### src/rtl/ctrl_scheduler.sv
// ctrl_scheduler: in-order operation FIFO with per-channel drain windows,
// a registered fetch stream and a fixed-latency commit pipe.
module ctrl_scheduler #(
    parameter int  FETCH_W    = 32,
    parameter int  COMMIT_W   = 16,
    parameter int  N_CH       = 2,
    parameter int  T_D        = 4,
    parameter int  COMMIT_LAT = T_D + 1,
    parameter int  DEPTH      = 4,
    parameter int  STRICT     = 0,
    localparam int CH_W       = (N_CH > 1) ? $clog2(N_CH) : 1,
    localparam int LW         = $clog2(DEPTH) + 1
) (
    input  logic                clk_i,
    input  logic                rst_i,
    input  logic                in_valid_i,
    output logic                in_ready_o,
    input  logic                in_drain_i,
    input  logic [CH_W-1:0]     in_ch_i,
    input  logic [FETCH_W-1:0]  in_fetch_i,
    input  logic [COMMIT_W-1:0] in_commit_i,
    input  logic                flush_i,
    output logic                fetch_valid_o,
    output logic [CH_W-1:0]     fetch_ch_o,
    output logic [FETCH_W-1:0]  fetch_o,
    output logic                commit_valid_o,
    output logic [COMMIT_W-1:0] commit_o,
    output logic [N_CH-1:0]     drain_busy_o,
    output logic [LW-1:0]       level_o
);
    localparam int PW = $clog2(DEPTH);
    localparam int TW = $clog2(T_D + 1);
    localparam int NP = 1 << CH_W;

    typedef struct packed {
        logic                drain;
        logic [CH_W-1:0]     ch;
        logic [FETCH_W-1:0]  fetch;
        logic [COMMIT_W-1:0] commit;
    } entry_t;

    entry_t                mem_q [DEPTH];
    logic [PW-1:0]         wr_q, wr_d;
    logic [PW-1:0]         rd_q, rd_d;
    logic [LW-1:0]         level_q, level_d;
    logic [TW-1:0]         cnt_q [N_CH];
    logic                  fv_q;
    logic [CH_W-1:0]       fch_q;
    logic [FETCH_W-1:0]    fd_q;
    logic [COMMIT_LAT-1:0] pv_q;
    logic [COMMIT_W-1:0]   pd_q [COMMIT_LAT];

    entry_t                head;
    logic [NP-1:0]         busy_pad;
    logic                  push;
    logic                  blocked;
    logic                  issue;

    assign head       = mem_q[rd_q];
    assign in_ready_o = (level_q != LW'(DEPTH)) && !flush_i;
    assign push       = in_valid_i && in_ready_o;

    // Padded so any encodable channel index is a legal lookup.
    always_comb begin
        busy_pad = '0;
        for (int i = 0; i < N_CH; i++) begin
            busy_pad[i] = (cnt_q[i] != '0);
        end
    end

    assign drain_busy_o = busy_pad[N_CH-1:0];
    assign blocked = (head.drain || (STRICT != 0)) && busy_pad[head.ch];
    assign issue   = (level_q != '0) && !blocked && !flush_i;

    always_comb begin
        wr_d    = wr_q;
        rd_d    = rd_q;
        level_d = level_q + LW'(push) - LW'(issue);
        if (push) begin
            wr_d = wr_q + PW'(1);
        end
        if (issue) begin
            rd_d = rd_q + PW'(1);
        end
        if (flush_i) begin
            wr_d    = '0;
            rd_d    = '0;
            level_d = '0;
        end
    end

    always_ff @(posedge clk_i or negedge rst_i) begin
        if (!rst_i) begin
            wr_q    <= '0;
            rd_q    <= '0;
            level_q <= '0;
            for (int i = 0; i < DEPTH; i++) begin
                mem_q[i] <= '0;
            end
        end else begin
            wr_q    <= wr_d;
            rd_q    <= rd_d;
            level_q <= level_d;
            if (push) begin
                mem_q[wr_q] <= {in_drain_i, in_ch_i, in_fetch_i, in_commit_i};
            end
        end
    end

    // A drain issue reloads its window; the load wins over the decrement.
    always_ff @(posedge clk_i or negedge rst_i) begin
        if (!rst_i) begin
            for (int i = 0; i < N_CH; i++) begin
                cnt_q[i] <= '0;
            end
            fv_q  <= 1'b0;
            fch_q <= '0;
            fd_q  <= '0;
            pv_q  <= '0;
            for (int k = 0; k < COMMIT_LAT; k++) begin
                pd_q[k] <= '0;
            end
        end else begin
            for (int i = 0; i < N_CH; i++) begin
                if (issue && head.drain && (head.ch == CH_W'(i))) begin
                    cnt_q[i] <= TW'(T_D);
                end else if (cnt_q[i] != '0) begin
                    cnt_q[i] <= cnt_q[i] - TW'(1);
                end
            end
            fv_q <= issue;
            if (issue) begin
                fch_q <= head.ch;
                fd_q  <= head.fetch;
            end
            pv_q[0] <= issue;
            pd_q[0] <= issue ? head.commit : '0;
            for (int k = 1; k < COMMIT_LAT; k++) begin
                pv_q[k] <= pv_q[k-1];
                pd_q[k] <= pd_q[k-1];
            end
        end
    end

    assign fetch_valid_o  = fv_q;
    assign fetch_ch_o     = fch_q;
    assign fetch_o        = fd_q;
    assign commit_valid_o = pv_q[COMMIT_LAT-1];
    assign commit_o       = pd_q[COMMIT_LAT-1];
    assign level_o        = level_q;

endmodule

### config.mk
export PLATFORM = sky130hd
export DESIGN_NAME = ctrl_scheduler
export DESIGN_NICKNAME = d
export VERILOG_FILES = /design/src/rtl/ctrl_scheduler.sv
export SDC_FILE = /design/constraint.sdc
export NUM_CORES = 1
export LEC_CHECK = 0
export CAP_MARGIN = 20
export CORE_AREA = 2 2 181 183
export DETAILED_ROUTE_END_ITERATION = 6
export DIE_AREA = 0 0 183 185
export MAX_ROUTING_LAYER = met4
export SLEW_MARGIN = 40
export SYNTH_ARGS = -nofsm -noshare
export SYNTH_HDL_FRONTEND = slang
export SYNTH_SLANG_ARGS = --single-unit
### constraint.sdc
create_clock -name clk_i -period 8.7 [get_ports clk_i]
set_clock_uncertainty 0.2 [all_clocks]
set_input_delay 2.175 -clock clk_i [delete_from_list [all_inputs] [get_ports clk_i]]
set_output_delay 2.175 -clock clk_i [all_outputs]
set_load 0.01 [all_outputs]
==> results of run 1 <==
cells in the mapped netlist (all sizes together):
cell type | instances | share of area
dfrtp | 331 | 0.64
mux2 | 234 | 0.20
mux4 | 50 | 0.087
buf | 44 | 0.020
and2 | 16 | 0.0077
clkbuf | 12 | 0.0035
inv | 12 | 0.0035
nor2 | 11 | 0.0032
ha | 10 | 0.0097
nand2 | 5 | 0.0014
nor2b | 4 | 0.0019
and3 | 3 | 0.0014
nand2b | 3 | 0.0014
xnor2 | 3 | 0.0020
a211o | 2 | 0.0014
a211oi | 2 | 0.0012
nand3 | 2 | 0.00077
nor3 | 2 | 0.00077
nor4 | 2 | 0.00097
a21boi | 1 | 0.0014
a21oi | 1 | 0.00039
a31oi | 1 | 0.00048
fa | 1 | 0.0015
mux2i | 1 | 0.00077
nand4 | 1 | 0.00048
nor3b | 1 | 0.00058
o211ai | 1 | 0.00058
o21ai | 1 | 0.00039
o31ai | 1 | 0.00058
or3 | 1 | 0.00048
or4 | 1 | 0.00058
xor2 | 1 | 0.00068
through the flow:
step / worst slack, ns / std cells / util
after floorplan: 3.784 / 761 / -
after global placement: 2.764 / 1230 / 0.4480
after detailed placement: 2.757 / 1232 / 0.4506
after CTS: 2.755 / 1299 / 0.4899
after global routing: 2.708 / 1300 / 0.4902
final: 2.768 / 1300 / 0.4902
registers in the layout (all words and copies together), names as in the netlist:
register / cells
cnt_q: 6
pd_q: 64
fetch_ch_o: 1
rd_q: 2
mem_q: 200
commit_o: 16
fetch_o: 32
level_o: 3
pv_q: 5
wr_q: 2
routing by layer:
layer	vias to the layer above	track usage	wire length (µm)
li1	2933	-	-
met1	3501	0.2036	11180
met2	109	0.2444	11550
met3	36	0.03107	1015
met4	0	0.04576	508
met5	-	-	0
logic make-up (layout without fill, tap and decap cells):
kind of cell    Yosys count  count (layout)  synth area share
mux                     285             285            0.2914
flops                   331             331            0.6394
fa+ha+maj                11              11           0.01120
other cells               0               1                 0
buf+inv                  68             198           0.02704
simple gates             52              52           0.02183
xor+xnor                  4               4          0.002705
compound gates           10              10          0.006375
layout make-up:
class                   instances  area, µm²
clock inverters                 8      118.9
flip-flops and latches        331       8290
clock buffers                  59       1141
fillers                      2758      16330
repair buffers                119       1214
inverters                      12      45.04
multi-input cells             362       4385
diodes                          1      2.502
well taps                     408      510.5
critical path, cell delays in order:
cell and delay, ns:
clkdlybuf4s50_1 0.64, nor2_1 0.19, clkdlybuf4s50_1 0.55
how the worst max path moves through the flow:
stage,end,slack [ns]
floorplan,in_ready_o,3.78
global placement,in_ready_o,2.76
detailed placement,in_ready_o,2.76
CTS,in_ready_o,2.76
global route,in_ready_o,2.71
finish,in_ready_o,2.77
power by group through the flow:
stage          combinational (W)  sequential, W  clock, W
3_3_place_gp             0.00152        0.00256         0
2_1_floorplan            0.00116        0.00243         0
6_report                 0.00157        0.00251   0.00159
4_1_cts                  0.00161        0.00252   0.00164
3_5_place_dp             0.00160        0.00255         0
5_1_grt                  0.00171        0.00260   0.00170
==> results.sh, run 1 <==
export IMPL_outcome="completed"
export IMPL_p_clk_frac=0.279
export IMPL_final_common_cell="dfrtp_1"
export IMPL_max_slew_margin_rel=0.4753
export IMPL_synthToLayoutAreaGrowth_pct=21.26
export IMPL_switching_power_w=0.001487
export IMPL_clock_fmax_ghz=0.1686
export IMPL_core_area_um2=32040
export IMPL_hold_violations=0
export IMPL_routed_via_density=5.061
export IMPL_worstPathArrival_ns=3.56
export IMPL_cts_buffers=37
export IMPL_min_from="pd_q[60]"
export IMPL_wl_um=24260
export IMPL_die_h_um=185
export IMPL_path_clk_slew_ns=0.06
export IMPL_clock_sinks=331
export IMPL_rr_worst_depth=11
export IMPL_first_pass_iters=4
export IMPL_hpwl_um=13510
export IMPL_clk_latency_ns=0.51
export IMPL_cts_setup_buffers=0
export IMPL_gp_congestion=0.6981
export IMPL_grt_pass1_vias=6986
export IMPL_die_area_um2=33860
export IMPL_fp_dieW_um=183
export IMPL_final_cell_mix="329 x dfrtp_1, 233 x mux2_2, 109 x clkdlybuf4s50_1"
export IMPL_cp_max_fo=12
export IMPL_fin_crit_sh=0.6818
export IMPL_tritoncts="done"
export IMPL_r2r_slack_ns=5.16
export IMPL_holdPathStages=0
export IMPL_critical_path_endpoint_type="primary output"
export IMPL_grt_max_degree=76
export IMPL_hold_path_class="reg2reg"
export IMPL_worstSetupStartpoint="flush_i"
export IMPL_reg2reg_from="rd_q[0]"
export IMPL_swShare=0.2621
export IMPL_drive_gt1_frac=0.4007
export IMPL_p_total_w=0.005674
export IMPL_ys_seq_area_frac=0.6394
export IMPL_power_per_cell_area_nw_per_um2=361.2
export IMPL_initial_core_util=0.4043
export IMPL_h_tree_depth=2
export IMPL_placed_cell_area_um2=14440
export IMPL_cts_buffer_depth=3
export IMPL_grt_pass1_wl_um=39450
export IMPL_peakVddDrop_uv=160.4
export IMPL_clock_root_buffer="clkbuf_16"
export IMPL_final_net_count=928
export IMPL_cts_hold_buf=0
export IMPL_io_pins=111
export IMPL_drc=0
export IMPL_drtIter0Drc=238
export IMPL_vias=6579
export IMPL_whs_ns=0.1427
export IMPL_postLayoutCellArea_um2=15710
export IMPL_grt_overflow_total=0
export IMPL_rr_endpoint="level_o[2]"
export IMPL_synth_warnings=0
export IMPL_p_seq_frac=0.443
export IMPL_syn_instance_count=761
export IMPL_cap_violations=0
export IMPL_synth_fp_nets=826
export IMPL_cts_resized_gates=0
export IMPL_cp_required_ns=6.33
export IMPL_p_leak_nw=7.040
export IMPL_avgSynthCellArea_um2=17.02
export IMPL_combPwrFrac=0.278
export IMPL_startpoint_type="input port"
export IMPL_ys_types=36
export IMPL_min_to="pd_q[44]"
export IMPL_crit_type="in2out"
export IMPL_period_minus_slack_ns=5.932
export IMPL_drv_slew=0
export IMPL_rsz0062_at_grt="false"
export IMPL_grt_use_total=0.1545
export IMPL_ant_nets=0
export IMPL_rows=66
export IMPL_yosys_register_bits=331
export IMPL_tns_ns=0
export IMPL_grt_antenna_before_repair=1
export IMPL_internal_power_w=0.004187
export IMPL_worstMarginPinSlew_ns=0.7871
export IMPL_synth_area_um2=12950
export IMPL_wl_per_cell_um=18.66
export IMPL_port_buffers=110
export IMPL_setup_viol=0
No activity file was read; power rests on OpenSTA's default activity.
==> run 2, diff against run 1 <==
==> constraint.sdc (replaced) <==
create_clock -name clk_i -period 5.55 [get_ports clk_i]
set_clock_uncertainty 0.2 [all_clocks]
set_input_delay 1.3875 -clock clk_i [delete_from_list [all_inputs] [get_ports clk_i]]
set_output_delay 1.3875 -clock clk_i [all_outputs]
set_load 0.01 [all_outputs]
==> results.sh, run 2 (synthesis gave the netlist of run 1 again) <==
export IMPL_fp_dieW_um=183
export IMPL_combPwrFrac=0.283
export IMPL_reg2reg_from="rd_q[0]"
export IMPL_tritoncts="done"
export IMPL_cap_violations=0
export IMPL_cts_buffers=38
export IMPL_cts_buffer_depth=3
export IMPL_regMostFlops="mem_q"
export IMPL_fin_crit_sh=0.7822
export IMPL_crit_type="in2out"
export IMPL_routed_via_density=5.055
export IMPL_startpoint_type="input port"
export IMPL_topRoutingLayerUsed="met4"
export IMPL_wl_um=24510
export IMPL_setup_viol=0
export IMPL_p_seq_frac=0.437
export IMPL_swShare=0.2644
export IMPL_drc=0
export IMPL_internal_power_w=0.006551
export IMPL_cts_setup_buffers=0
export IMPL_placed_cell_area_um2=14450
export IMPL_grt_use_total=0.1573
export IMPL_largest_reg_flops=200
export IMPL_grt_pass1_wl_um=40020
export IMPL_grt_pass1_vias=7020
export IMPL_hpwl_um=13280
export IMPL_wl_met2_um=11540
export IMPL_rsz0062_at_grt="false"
export IMPL_wl_per_cell_um=18.82
export IMPL_critical_path_endpoint_type="primary output"
export IMPL_p_clk_frac=0.280
export IMPL_clock_sinks=331
export IMPL_switching_power_w=0.002355
export IMPL_postLayoutCellArea_um2=15750
export IMPL_core_area_um2=32040
export IMPL_grt_max_degree=82
export IMPL_final_cells=1302
export IMPL_vias=6582
export IMPL_clock_fmax_ghz=0.2304
export IMPL_fill_cells=2748
export IMPL_clk_latency_ns=0.51
export IMPL_path_clk_slew_ns=0.06
export IMPL_final_net_count=929
export IMPL_io_pins=111
export IMPL_max_slew_margin_rel=0.5411
export IMPL_final_common_cell="dfrtp_1"
export IMPL_cp_max_fo=12
export IMPL_peakVddDrop_uv=261.8
export IMPL_port_buffers=110
export IMPL_grt_overflow_total=0
export IMPL_final_cell_mix="329 x dfrtp_1, 233 x mux2_2, 109 x clkdlybuf4s50_1"
export IMPL_drive_gt1_frac=0.4097
export IMPL_hold_violations=0
export IMPL_cts_resized_gates=0
export IMPL_first_pass_iters=4
export IMPL_die_h_um=185
export IMPL_initial_core_util=0.4043
export IMPL_grt_antenna_before_repair=3
export IMPL_worstSetupStartpoint="flush_i"
export IMPL_h_tree_depth=2
export IMPL_die_area_um2=33860
export IMPL_worstMarginPinSlew_ns=0.6884
export IMPL_worstPathArrival_ns=2.75
export IMPL_rows=66
export IMPL_met3_length_um=1247
export IMPL_min_from="pd_q[76]"
export IMPL_place_inst=1232
export IMPL_ant_nets=0
export IMPL_met1_length_um=11260
export IMPL_drtIter0Drc=263
export IMPL_p_total_w=0.008906
export IMPL_tns_ns=0
export IMPL_outcome="completed"
export IMPL_fin_util=0.4914
export IMPL_cts_hold_buf=0
export IMPL_clock_root_buffer="clkbuf_16"
export IMPL_cp_required_ns=3.96
export IMPL_synthToLayoutAreaGrowth_pct=21.56
export IMPL_drv_slew=0
export IMPL_hold_path_class="reg2reg"
export IMPL_gp_congestion=0.6710
export IMPL_power_per_cell_area_nw_per_um2=565.6
export IMPL_p_leak_nw=7.064
export IMPL_period_minus_slack_ns=4.341
==> run 2: changes by cell type in the layout (fill, tap and decap cells not counted), sizes merged <==
| cell | previous run | this run |
|---|---|---|
| bufinv | 3 | 2 |
| clkbuf | 59 | 54 |
| clkinv | 4 | 8 |
| clkinvlp | 0 | 1 |
| diode | 1 | 3 |
| inv | 13 | 14 |
==> run 2: path summary, 6_finish.rpt <==
check | slack (ns) | depth (start not counted) | end
max in group asynchronous | 3.37 | 3 | fetch_o[4]
min | 0.14 | 0 | pd_q[60]
min in group asynchronous | 0.61 | 1 | mem_q[163]
max reg2reg | 2.05 | 11 | level_o[2]
max | 1.21 | 3 | in_ready_o
min reg2reg | 0.14 | 0 | pd_q[60]
==> run 2: per-stage QoR <==
step	hold slack, ns	setup WS (ns)
finish	0.1431	1.209
global route	0.1494	1.143
global placement	0.1324	1.196
CTS	0.1464	1.192
detailed placement	0.1347	1.190
floorplan	0.1312	2.071
==> run 2: power by group through the flow <==
stage | Clock [W] | Combinational (W) | Sequential, W
2_1_floorplan | 0 | 0.00182 | 0.00382
3_3_place_gp | 0 | 0.00252 | 0.00392
4_1_cts | 0.00257 | 0.00257 | 0.00391
5_1_grt | 0.00268 | 0.00274 | 0.00403
3_5_place_dp | 0 | 0.00256 | 0.00394
6_report | 0.00249 | 0.00252 | 0.00389
==> run 2: cell type report <==
class                           count  area, µm²  area share
Antenna cell                        3      7.507   0.0004768
Inverter                           12      45.04    0.002861
Tap cell                          408      510.5     0.03242
Clock inverter                     13      128.9    0.008184
Timing Repair Buffer              119       1226     0.07787
Multi-Input combinational cell    362       4385      0.2785
Clock buffer                       54       1152     0.07318
Sequential cell                   331       8290      0.5265
==> run 2: critical path: stages <==
cell	delay, ns
clkdlybuf4s50_1	0.64
nor2_1	0.18
clkdlybuf4s50_1	0.54
==> run 2: routing by layer <==
layer,track usage,vias to the layer above
met4,0.04032,0
met2,0.2391,118
met5,-,-
li1,-,2938
met3,0.03578,41
met1,0.2158,3485
